`src/rtl/lsu_bus_master_pkg.sv`:
```
// lsu_bus_master_pkg: shared memory-op, FSM-state and byte-enable definitions for the LSU
package lsu_bus_master_pkg;
  typedef enum logic [2:0] {
    MEMOP_LW, MEMOP_LBU, MEMOP_LB, MEMOP_LHU, MEMOP_LH, MEMOP_SW, MEMOP_SB, MEMOP_SH
  } memop_e;
  typedef enum logic [1:0] {IDLE, REQ, DONE} state_e;
  localparam logic [3:0] BE_WORD = 4'b1111;
  localparam logic [3:0] BE_BYTE = 4'b0001;
  localparam logic [3:0] BE_HLO  = 4'b0011;
  localparam logic [3:0] BE_HHI  = 4'b1100;
  function automatic logic is_store(memop_e op);
    return op inside {MEMOP_SW, MEMOP_SB, MEMOP_SH};
  endfunction
endpackage

```
`src/rtl/lsu_lane_format.sv`:
```
// lsu_lane_format: combinational byte-lane steering (BE, replicated store data, extended load data, alignment)
module lsu_lane_format
  import lsu_bus_master_pkg::*;
(
  input  logic [2:0]  mem_op,
  input  logic [1:0]  addr_lo,
  input  logic [31:0] wdata,
  input  logic [31:0] bus_rdata,
  output logic [3:0]  be,
  output logic [31:0] wdata_rep,
  output logic [31:0] rdata_ext,
  output logic        aligned
);
  memop_e      op;
  logic [7:0]  byt;
  logic [15:0] hw;
  assign op  = memop_e'(mem_op);
  assign byt = 8'(bus_rdata >> {addr_lo, 3'b000});
  assign hw  = addr_lo[1] ? bus_rdata[31:16] : bus_rdata[15:0];
  always_comb begin
    be        = op == MEMOP_SB ? BE_BYTE << addr_lo :
                op == MEMOP_SH ? (addr_lo[1] ? BE_HHI : BE_HLO) : BE_WORD;
    wdata_rep = op == MEMOP_SW ? wdata :
                op == MEMOP_SB ? {4{wdata[7:0]}} :
                op == MEMOP_SH ? {2{wdata[15:0]}} : '0;
    rdata_ext = op == MEMOP_LBU ? {24'b0, byt} :
                op == MEMOP_LB  ? {{24{byt[7]}}, byt} :
                op == MEMOP_LHU ? {16'b0, hw} :
                op == MEMOP_LH  ? {{16{hw[15]}}, hw} : bus_rdata;
    aligned   = op inside {MEMOP_LW, MEMOP_SW}              ? addr_lo == 2'b00 :
                op inside {MEMOP_LH, MEMOP_LHU, MEMOP_SH}   ? !addr_lo[0] : 1'b1;
  end
endmodule

```
`src/rtl/lsu_bus_master.sv`:
```
// lsu_bus_master: M-stage load/store unit issuing one byte-enabled req/ack bus transaction per memory op
module lsu_bus_master
  import lsu_bus_master_pkg::*;
#(
  parameter int TIMEOUT = 64
) (
  input  logic        clk,
  input  logic        Reset,
  input  logic        ReqValid,
  input  logic [31:0] Addr,
  input  logic [31:0] WData,
  input  logic [2:0]  MemOp,
  output logic        Stall,
  output logic        Done,
  output logic [31:0] RData,
  output logic        AdEL,
  output logic        AdES,
  output logic        BusErr,
  output logic        BusReq,
  output logic        BusWE,
  output logic [31:0] BusAddr,
  output logic [3:0]  BusBE,
  output logic [31:0] BusWData,
  input  logic        BusAck,
  input  logic [31:0] BusRData
);
  localparam int CW = $clog2(TIMEOUT);
  state_e        state, state_n;
  memop_e        op_q, op_n, fmt_op;
  logic [1:0]    lo_q, lo_n, fmt_lo;
  logic [CW-1:0] cnt, cnt_n;
  logic          req_n, we_n, done_n, adel_n, ades_n, err_n, aligned;
  logic [31:0]   addr_n, wd_n, rdata_n, wdr, rext;
  logic [3:0]    be_n, be;
  assign fmt_op = state == IDLE ? memop_e'(MemOp) : op_q;
  assign fmt_lo = state == IDLE ? Addr[1:0] : lo_q;
  assign Stall  = state == REQ || (state == IDLE && ReqValid);
  lsu_lane_format u_fmt (
    .mem_op   (fmt_op),
    .addr_lo  (fmt_lo),
    .wdata    (WData),
    .bus_rdata(BusRData),
    .be       (be),
    .wdata_rep(wdr),
    .rdata_ext(rext),
    .aligned  (aligned)
  );
  always_comb begin
    state_n = state;
    op_n    = op_q;
    lo_n    = lo_q;
    cnt_n   = cnt;
    req_n   = BusReq;
    we_n    = BusWE;
    addr_n  = BusAddr;
    be_n    = BusBE;
    wd_n    = BusWData;
    rdata_n = RData;
    done_n  = 1'b0;
    adel_n  = 1'b0;
    ades_n  = 1'b0;
    err_n   = 1'b0;
    case (state)
      IDLE: if (ReqValid) begin
        op_n    = fmt_op;
        lo_n    = Addr[1:0];
        if (aligned) begin
          state_n = REQ;
          req_n   = 1'b1;
          we_n    = is_store(fmt_op);
          addr_n  = {Addr[31:2], 2'b00};
          be_n    = be;
          wd_n    = wdr;
          cnt_n   = '0;
        end else begin
          state_n = DONE;
          done_n  = 1'b1;
          adel_n  = !is_store(fmt_op);
          ades_n  = is_store(fmt_op);
          rdata_n = '0;
        end
      end
      REQ: if (BusAck) begin
        state_n = DONE;
        req_n   = 1'b0;
        done_n  = 1'b1;
        rdata_n = is_store(op_q) ? '0 : rext;
      end else if (cnt == CW'(TIMEOUT - 1)) begin
        state_n = DONE;
        req_n   = 1'b0;
        done_n  = 1'b1;
        err_n   = 1'b1;
        rdata_n = '0;
      end else begin
        cnt_n = cnt + 1'b1;
      end
      default: state_n = IDLE;
    endcase
  end
  always_ff @(posedge clk or negedge Reset)
    if (!Reset) begin
      state    <= IDLE;
      op_q     <= MEMOP_LW;
      lo_q     <= '0;
      cnt      <= '0;
      BusReq   <= 1'b0;
      BusWE    <= 1'b0;
      BusAddr  <= '0;
      BusBE    <= '0;
      BusWData <= '0;
      RData    <= '0;
      Done     <= 1'b0;
      AdEL     <= 1'b0;
      AdES     <= 1'b0;
      BusErr   <= 1'b0;
    end else begin
      state    <= state_n;
      op_q     <= op_n;
      lo_q     <= lo_n;
      cnt      <= cnt_n;
      BusReq   <= req_n;
      BusWE    <= we_n;
      BusAddr  <= addr_n;
      BusBE    <= be_n;
      BusWData <= wd_n;
      RData    <= rdata_n;
      Done     <= done_n;
      AdEL     <= adel_n;
      AdES     <= ades_n;
      BusErr   <= err_n;
    end
endmodule

```
`config.mk`:
```
export PLATFORM = sky130hd
export DESIGN_NAME = lsu_bus_master
export DESIGN_NICKNAME = d
export VERILOG_FILES = /design/src/rtl/lsu_bus_master_pkg.sv /design/src/rtl/lsu_lane_format.sv /design/src/rtl/lsu_bus_master.sv
export SDC_FILE = /design/constraint.sdc
export NUM_CORES = 1
export LEC_CHECK = 0
export CAP_MARGIN = 40
export CORE_MARGIN = 4
export CORE_UTILIZATION = 45
export CTS_BUF_LIST = sky130_fd_sc_hd__clkbuf_2 sky130_fd_sc_hd__clkbuf_4 sky130_fd_sc_hd__clkbuf_8
export CTS_CLUSTER_SIZE = 40
export DETAILED_ROUTE_END_ITERATION = 8
export MAX_ROUTING_LAYER = met4
export PLACE_DENSITY = 0.82
export SLEW_MARGIN = 10
export SYNTH_ARGS = -nofsm -noshare
export SYNTH_HDL_FRONTEND = slang
export SYNTH_SLANG_ARGS = --single-unit
```
`constraint.sdc`:
```
create_clock -name clk -period 2.7 [get_ports clk]
set_input_delay 0.54 -clock clk [delete_from_list [all_inputs] [get_ports clk]]
set_output_delay 0.54 -clock clk [all_outputs]
set_load 0.02 [all_outputs]
```
==> flow_summary.json, run 1 <==
{
  "htreeDepth": 4,
  "cts.sinks": 117,
  "grt_pass1_vias": 5803,
  "synth_flop_cell": "dfrtp_1",
  "synth_cell_type_count": 55,
  "ys_warn_count": 0,
  "setup_violations": 0,
  "crit_required_ns": 2.16,
  "num_vias": 5833,
  "clock_path_buffers": 2,
  "path_max_fanout": 12,
  "cts_made_buffers": 17,
  "grt_overflow": 0,
  "status": "finished clean",
  "wl_per_cell_um": 18.2,
  "worst_pin_slew_ns": 0.925,
  "hold_violations": 0,
  "drive_gt1_share_pct": 10.7,
  "fp.coreArea_um2": 12600,
  "switching_share_pct": 42.3,
  "grt_setup_unrepaired": "false",
  "clock_latency_ns": 0.44,
  "diodes": 0,
  "drt-total-wl_mm": 18.9,
  "synth-edff-count": 0,
  "dp_hpwl_mm": 14.0,
  "grt_pass1_wl_mm": 29.5,
  "arrival_ns": 1.94,
  "area_growth_pct": 49.4,
  "fmax_ghz": 0.403,
  "crit_type": "reg -> out",
  "synth.cell_area_um2": 5780,
  "p_leak_nw": 3.76,
  "p_seq_share_pct": 28.3,
  "ctsRootBufferMaster": "clkbuf_8",
  "fp.dieArea_um2": 14700,
  "layout_min_cycle_time_ns": 2.48,
  "drc_errors": 0,
  "fillers": 1000,
  "die_x_um": 121,
  "portBuffers": 207,
  "synthCells": 637,
  "min_path_type": "in -> async",
  "drt_pass1_iterations": 7,
  "p_sw_mw": 4.43,
  "cap_viol_max_count": 0,
  "holdWs_ns": 0.0383,
  "post_cts_resized": 0,
  "mostFrequentLayoutCells": "clkdlybuf4s50_1 (206), nand2_1 (164), dfrtp_1 (117)",
  "synth-seq-cells": 117,
  "intPower_mw": 6.06,
  "fin_crit_sh_pct": 92.0,
  "cts_tree": "built",
  "pwr-share-clk_pct": 16.5,
  "drtIter0Drc": 454,
  "gp_congestion": 1.02,
  "viasPerCell": 5.62,
  "worstSetupEndpointType": "primary output",
  "ir_drop_v": 0.000453,
  "relSlewSlack_pct": 37.8,
  "grt_max_degree": 66,
  "comb_power_share_pct": 55.3,
  "final_core_util_pct": 68.5,
  "layout_commonest_cell": "clkdlybuf4s50_1",
  "ant_nets": 0,
  "die_h_um": 121,
  "cts_hold_buf": 0,
  "start_kind": "flop",
  "postCtsSetupRepairBufs": 0,
  "final_nets": 957,
  "io_pins": 210,
  "ys_seq_area_share_pct": 50.6,
  "powerDensity_nw_per_um2": 1210,
  "maxSlewViolCount": 0,
  "fp-row-count": 41,
  "antenna_found_initial": 0,
  "async_reset_ff_share_pct": 100,
  "clkTransAtPathRegs_ns": 0.07,
  "skew_ns": 0.0110,
  "start_util_pct": 45.8,
  "syn_avg_cell_area_um2": 9.08,
  "grt_use_total_pct": 26.1
}
[worst paths after layout]
check                             from      endpoint  slack [ns]  depth (start not counted)
max in group asynchronous        Reset   BusWData[2]        1.90                          2
max reg2reg                   state[1]  BusWData[29]        0.27                          8
min                              Reset    BusAddr[3]        0.04                          1
max                           state[0]         Stall        0.22                          4
min in group clk           BusWData[7]   BusWData[7]        0.47                          2
min reg2reg                BusWData[7]   BusWData[7]        0.47                          2
[sequential cells by signal, indices dropped and copies added, names as in the netlist, 2 cells and up]
name,flops
BusWData,32
BusBE,4
op_q,3
BusAddr,30
cnt,6
state,2
lo_q,2
RData,32
[routing by layer]
layer	routed length, um	share of wire (%)	vias up	global-route usage (%)
li1	-	-	2671	-
met1	7840	42	2818	32.2
met2	8910	47	301	41.9
met3	1650	8.8	43	6.76
met4	462	2.4	0	9.03
met5	0	0	-	-
[Yosys cell counts (all sizes together), types with 3 or more instances]
cell | instances | share of area [%]
nor2b | 3 | 0.32
a22o | 18 | 2.7
clkbuf | 20 | 1.3
nand3b | 9 | 1.2
nor2 | 63 | 4.1
or2 | 3 | 0.32
dfrtp | 117 | 51
and2 | 4 | 0.43
o221ai | 9 | 1.5
nor3 | 5 | 0.43
a221oi | 9 | 1.4
a22oi | 9 | 1.2
nand4b | 4 | 0.61
a31oi | 24 | 2.7
a21oi | 14 | 1.3
a32o | 7 | 1.2
o21ai | 39 | 3.4
a32oi | 7 | 1.1
nor4b | 3 | 0.45
or3 | 4 | 0.43
inv | 7 | 0.45
a2111o | 7 | 1.4
nand3 | 11 | 0.95
o211ai | 4 | 0.52
nand2b | 10 | 1.1
buf | 32 | 3.3
mux2i | 3 | 0.52
mux2 | 7 | 1.4
nand2 | 165 | 11
[cell families (layout without fill, tap and decap cells)]
| family | count (synthesis) | after routing | share of synthesized area (%) |
|---|---|---|---|
| compound gates | 158 | 158 | 20.1 |
| xor+xnor | 2 | 2 | 0.303 |
| fa+ha+maj | 1 | 1 | 0.216 |
| buf+inv | 59 | 287 | 5.02 |
| flops | 117 | 117 | 50.6 |
| mux | 10 | 10 | 1.88 |
| other cells | 1 | 2 | 0.0648 |
| simple gates | 289 | 289 | 21.8 |
[power groups by stage]
stage,Sequential (mW),Combinational [mW],Clock (mW)
6_report,2.97,5.80,1.73
3_5_place_dp,2.98,5.78,0
4_1_cts,2.95,5.81,1.75
2_1_floorplan,3.63,2.58,0
3_3_place_gp,2.95,5.60,0
5_1_grt,3.05,6.25,1.83
[final cells by class]
class                           instances  area [um^2]  share of cell area [%]
Clock buffer                           21          283                    3.27
Multi-Input combinational cell        462         2580                    29.9
Tap cell                              172          215                    2.49
Timing Repair Buffer                  248         2460                    28.5
Inverter                                7         26.3                   0.304
Sequential cell                       117         2930                    33.9
Clock inverter                         11          148                    1.71
[critical path, cell delays in order, from the launching register on]
cell	delay [ns]
dfrtp_1	0.57
buf_4	0.21
nor2_1	0.05
nor2_1	0.08
clkdlybuf4s50_1	0.61
[stage by stage]
stage / instance area (um^2) / power (mW) / TNS (ns) / setup slack [ns] / instances
final: 8640 / 10.5 / 0 / 0.216 / 1038
after global routing: 8640 / 11.1 / 0 / 0.124 / 1038
after CTS: 8640 / 10.5 / 0 / 0.208 / 1038
after detailed placement: 8210 / 8.75 / -2.80 / -0.121 / 1006
after global placement: 8210 / 8.55 / -0.408 / -0.0383 / 1005
after floorplan: 5790 / 6.21 / 0 / 0.403 / 638
Power figures use the tool's default switching activity.
==> inputs of run 2 (changes only) <==
--- a/config.mk
+++ b/config.mk
@@ -5,7 +5,7 @@
 export SDC_FILE = /design/constraint.sdc
 export NUM_CORES = 1
 export LEC_CHECK = 0
-export CAP_MARGIN = 40
+export CAP_MARGIN = 10
 export CORE_MARGIN = 4
 export CORE_UTILIZATION = 45
 export CTS_BUF_LIST = sky130_fd_sc_hd__clkbuf_2 sky130_fd_sc_hd__clkbuf_4 sky130_fd_sc_hd__clkbuf_8
==> flow_summary.json, run 2 (same netlist as run 1, synthesis figures left out) <==
{
  "num_vias": 5787,
  "path_max_fanout": 12,
  "grt_pass1_wl_mm": 29.7,
  "drtIter0Drc": 632,
  "fillers": 976,
  "cts.sinks": 117,
  "grt_pass1_vias": 5716,
  "fin_crit_sh_pct": 91.7,
  "clkTransAtPathRegs_ns": 0.07,
  "reg.largest.list": "BusWData x32, RData x32, BusAddr x30",
  "io_pins": 210,
  "fp-row-count": 41,
  "relSlewSlack_pct": 24.3,
  "critPathCapture": "Stall",
  "start_kind": "flop",
  "p_leak_nw": 3.74,
  "viasPerCell": 5.58,
  "critPathLaunch": "state[0]",
  "antenna_found_initial": 0,
  "min_path_type": "in -> async",
  "cts_made_buffers": 17,
  "setup_violations": 0,
  "powerDensity_nw_per_um2": 1200,
  "drive_gt1_share_pct": 10.6,
  "maxSlewViolCount": 0,
  "fmax_ghz": 0.404,
  "cts_tree": "built",
  "r2r-start": "state[1]",
  "grt_setup_unrepaired": "false",
  "hold_violations": 0,
  "drc_errors": 0,
  "wl_per_cell_um": 18.1,
  "drt_pass1_iterations": 5,
  "worst_pin_slew_ns": 1.12,
  "layout_min_cycle_time_ns": 2.47,
  "grt_overflow": 0,
  "diodes": 0,
  "portBuffers": 207,
  "grt_use_total_pct": 26.1,
  "ir_drop_v": 0.000491,
  "dp_hpwl_mm": 14.0,
  "post_cts_resized": 0,
  "cap_viol_max_count": 0,
  "cts_hold_buf": 0,
  "fp.dieArea_um2": 14700,
  "power_mw": 10.3,
  "crit_chain": "buf_4 > nor2_1 > nor2_1 > clkdlybuf4s50_1",
  "status": "finished clean",
  "cp_common_cell": "nor2_1",
  "arrival_ns": 1.93,
  "postCtsSetupRepairBufs": 0,
  "clock_latency_ns": 0.43,
  "final_nets": 956,
  "crit_required_ns": 2.16,
  "worstSetupEndpointType": "primary output",
  "layout_commonest_cell": "clkdlybuf4s50_1",
  "area_growth_pct": 48.6,
  "gp_congestion": 1.02,
  "mostFrequentLayoutCells": "clkdlybuf4s50_1 (206), nand2_1 (164), dfrtp_1 (117)",
  "die_x_um": 121,
  "ant_nets": 0,
  "start_util_pct": 45.8,
  "slowest_stage": "clkdlybuf4s50_1",
  "r2r_cells": 8,
  "drt-total-wl_mm": 18.7,
  "ctsRootBufferMaster": "clkbuf_8",
  "fp.coreArea_um2": 12600,
  "htreeDepth": 4,
  "crit_type": "reg -> out",
  "grt_max_degree": 66,
  "slowest_delay_ns": 0.60,
  "skew_ns": 0.00494,
  "die_h_um": 121,
  "r2r_end": "BusWData[14]",
  "r2r_slack_ns": 0.25,
  "holdWs_ns": 0.0363,
  "clock_path_buffers": 2
}
[run 2: critical path, delay by kind of cell (launching register included)]
kind	cells	cell delay (ns)
flops	1	0.56
simple gates	2	0.12
buf+inv	2	0.81
[run 2: per-stage QoR]
stage	cell area [um^2]	instances	setup TNS, ns	setup WS, ns	util, %
after floorplan	5790	638	0	0.403	-
after global placement	8210	1005	-0.408	-0.0383	65.1
after global routing	8600	1037	0	0.115	68.1
after detailed placement	8210	1005	-2.14	-0.115	65.1
final	8600	1037	0	0.225	68.1
after CTS	8600	1037	0	0.210	68.1
[run 2: layout make-up]
cell class	instances	area, um^2	share of cell area (%)
inverters	7	26.3	0.306
flip-flops and latches	117	2930	34.1
clock buffers	19	255	2.97
clock inverters	13	133	1.54
well taps	172	215	2.50
multi-input cells	462	2580	30.0
repair buffers	247	2460	28.6
[run 2: how the worst min path moves through the flow]
stage / slack (ns) / endpoint
2_1_floorplan: 0.24 / AdEL
3_3_place_gp: 0.46 / BusWData[7]
3_5_place_dp: 0.46 / BusWData[7]
4_1_cts: 0.03 / BusAddr[3]
5_1_grt: 0.04 / BusAddr[3]
6_report: 0.04 / BusWData[9]
[run 2: report_power, final]
| group | switching, mW | internal, mW | total [mW] |
|---|---|---|---|
| Clock | 0.732 | 0.848 | 1.58 |
| Sequential | 0.495 | 2.47 | 2.97 |
| Combinational | 3.20 | 2.58 | 5.78 |
| Total | 4.43 | 5.90 | 10.3 |
[run 2: metal layers]
layer	routed length, um	vias up	part of all wire (%)	GRT usage, %
met2	8750	317	47	41.3
met4	391	0	2.1	8.19
met5	0	-	0	-
met1	8000	2760	43	33.0
met3	1590	46	8.5	6.95
li1	-	2664	-	-
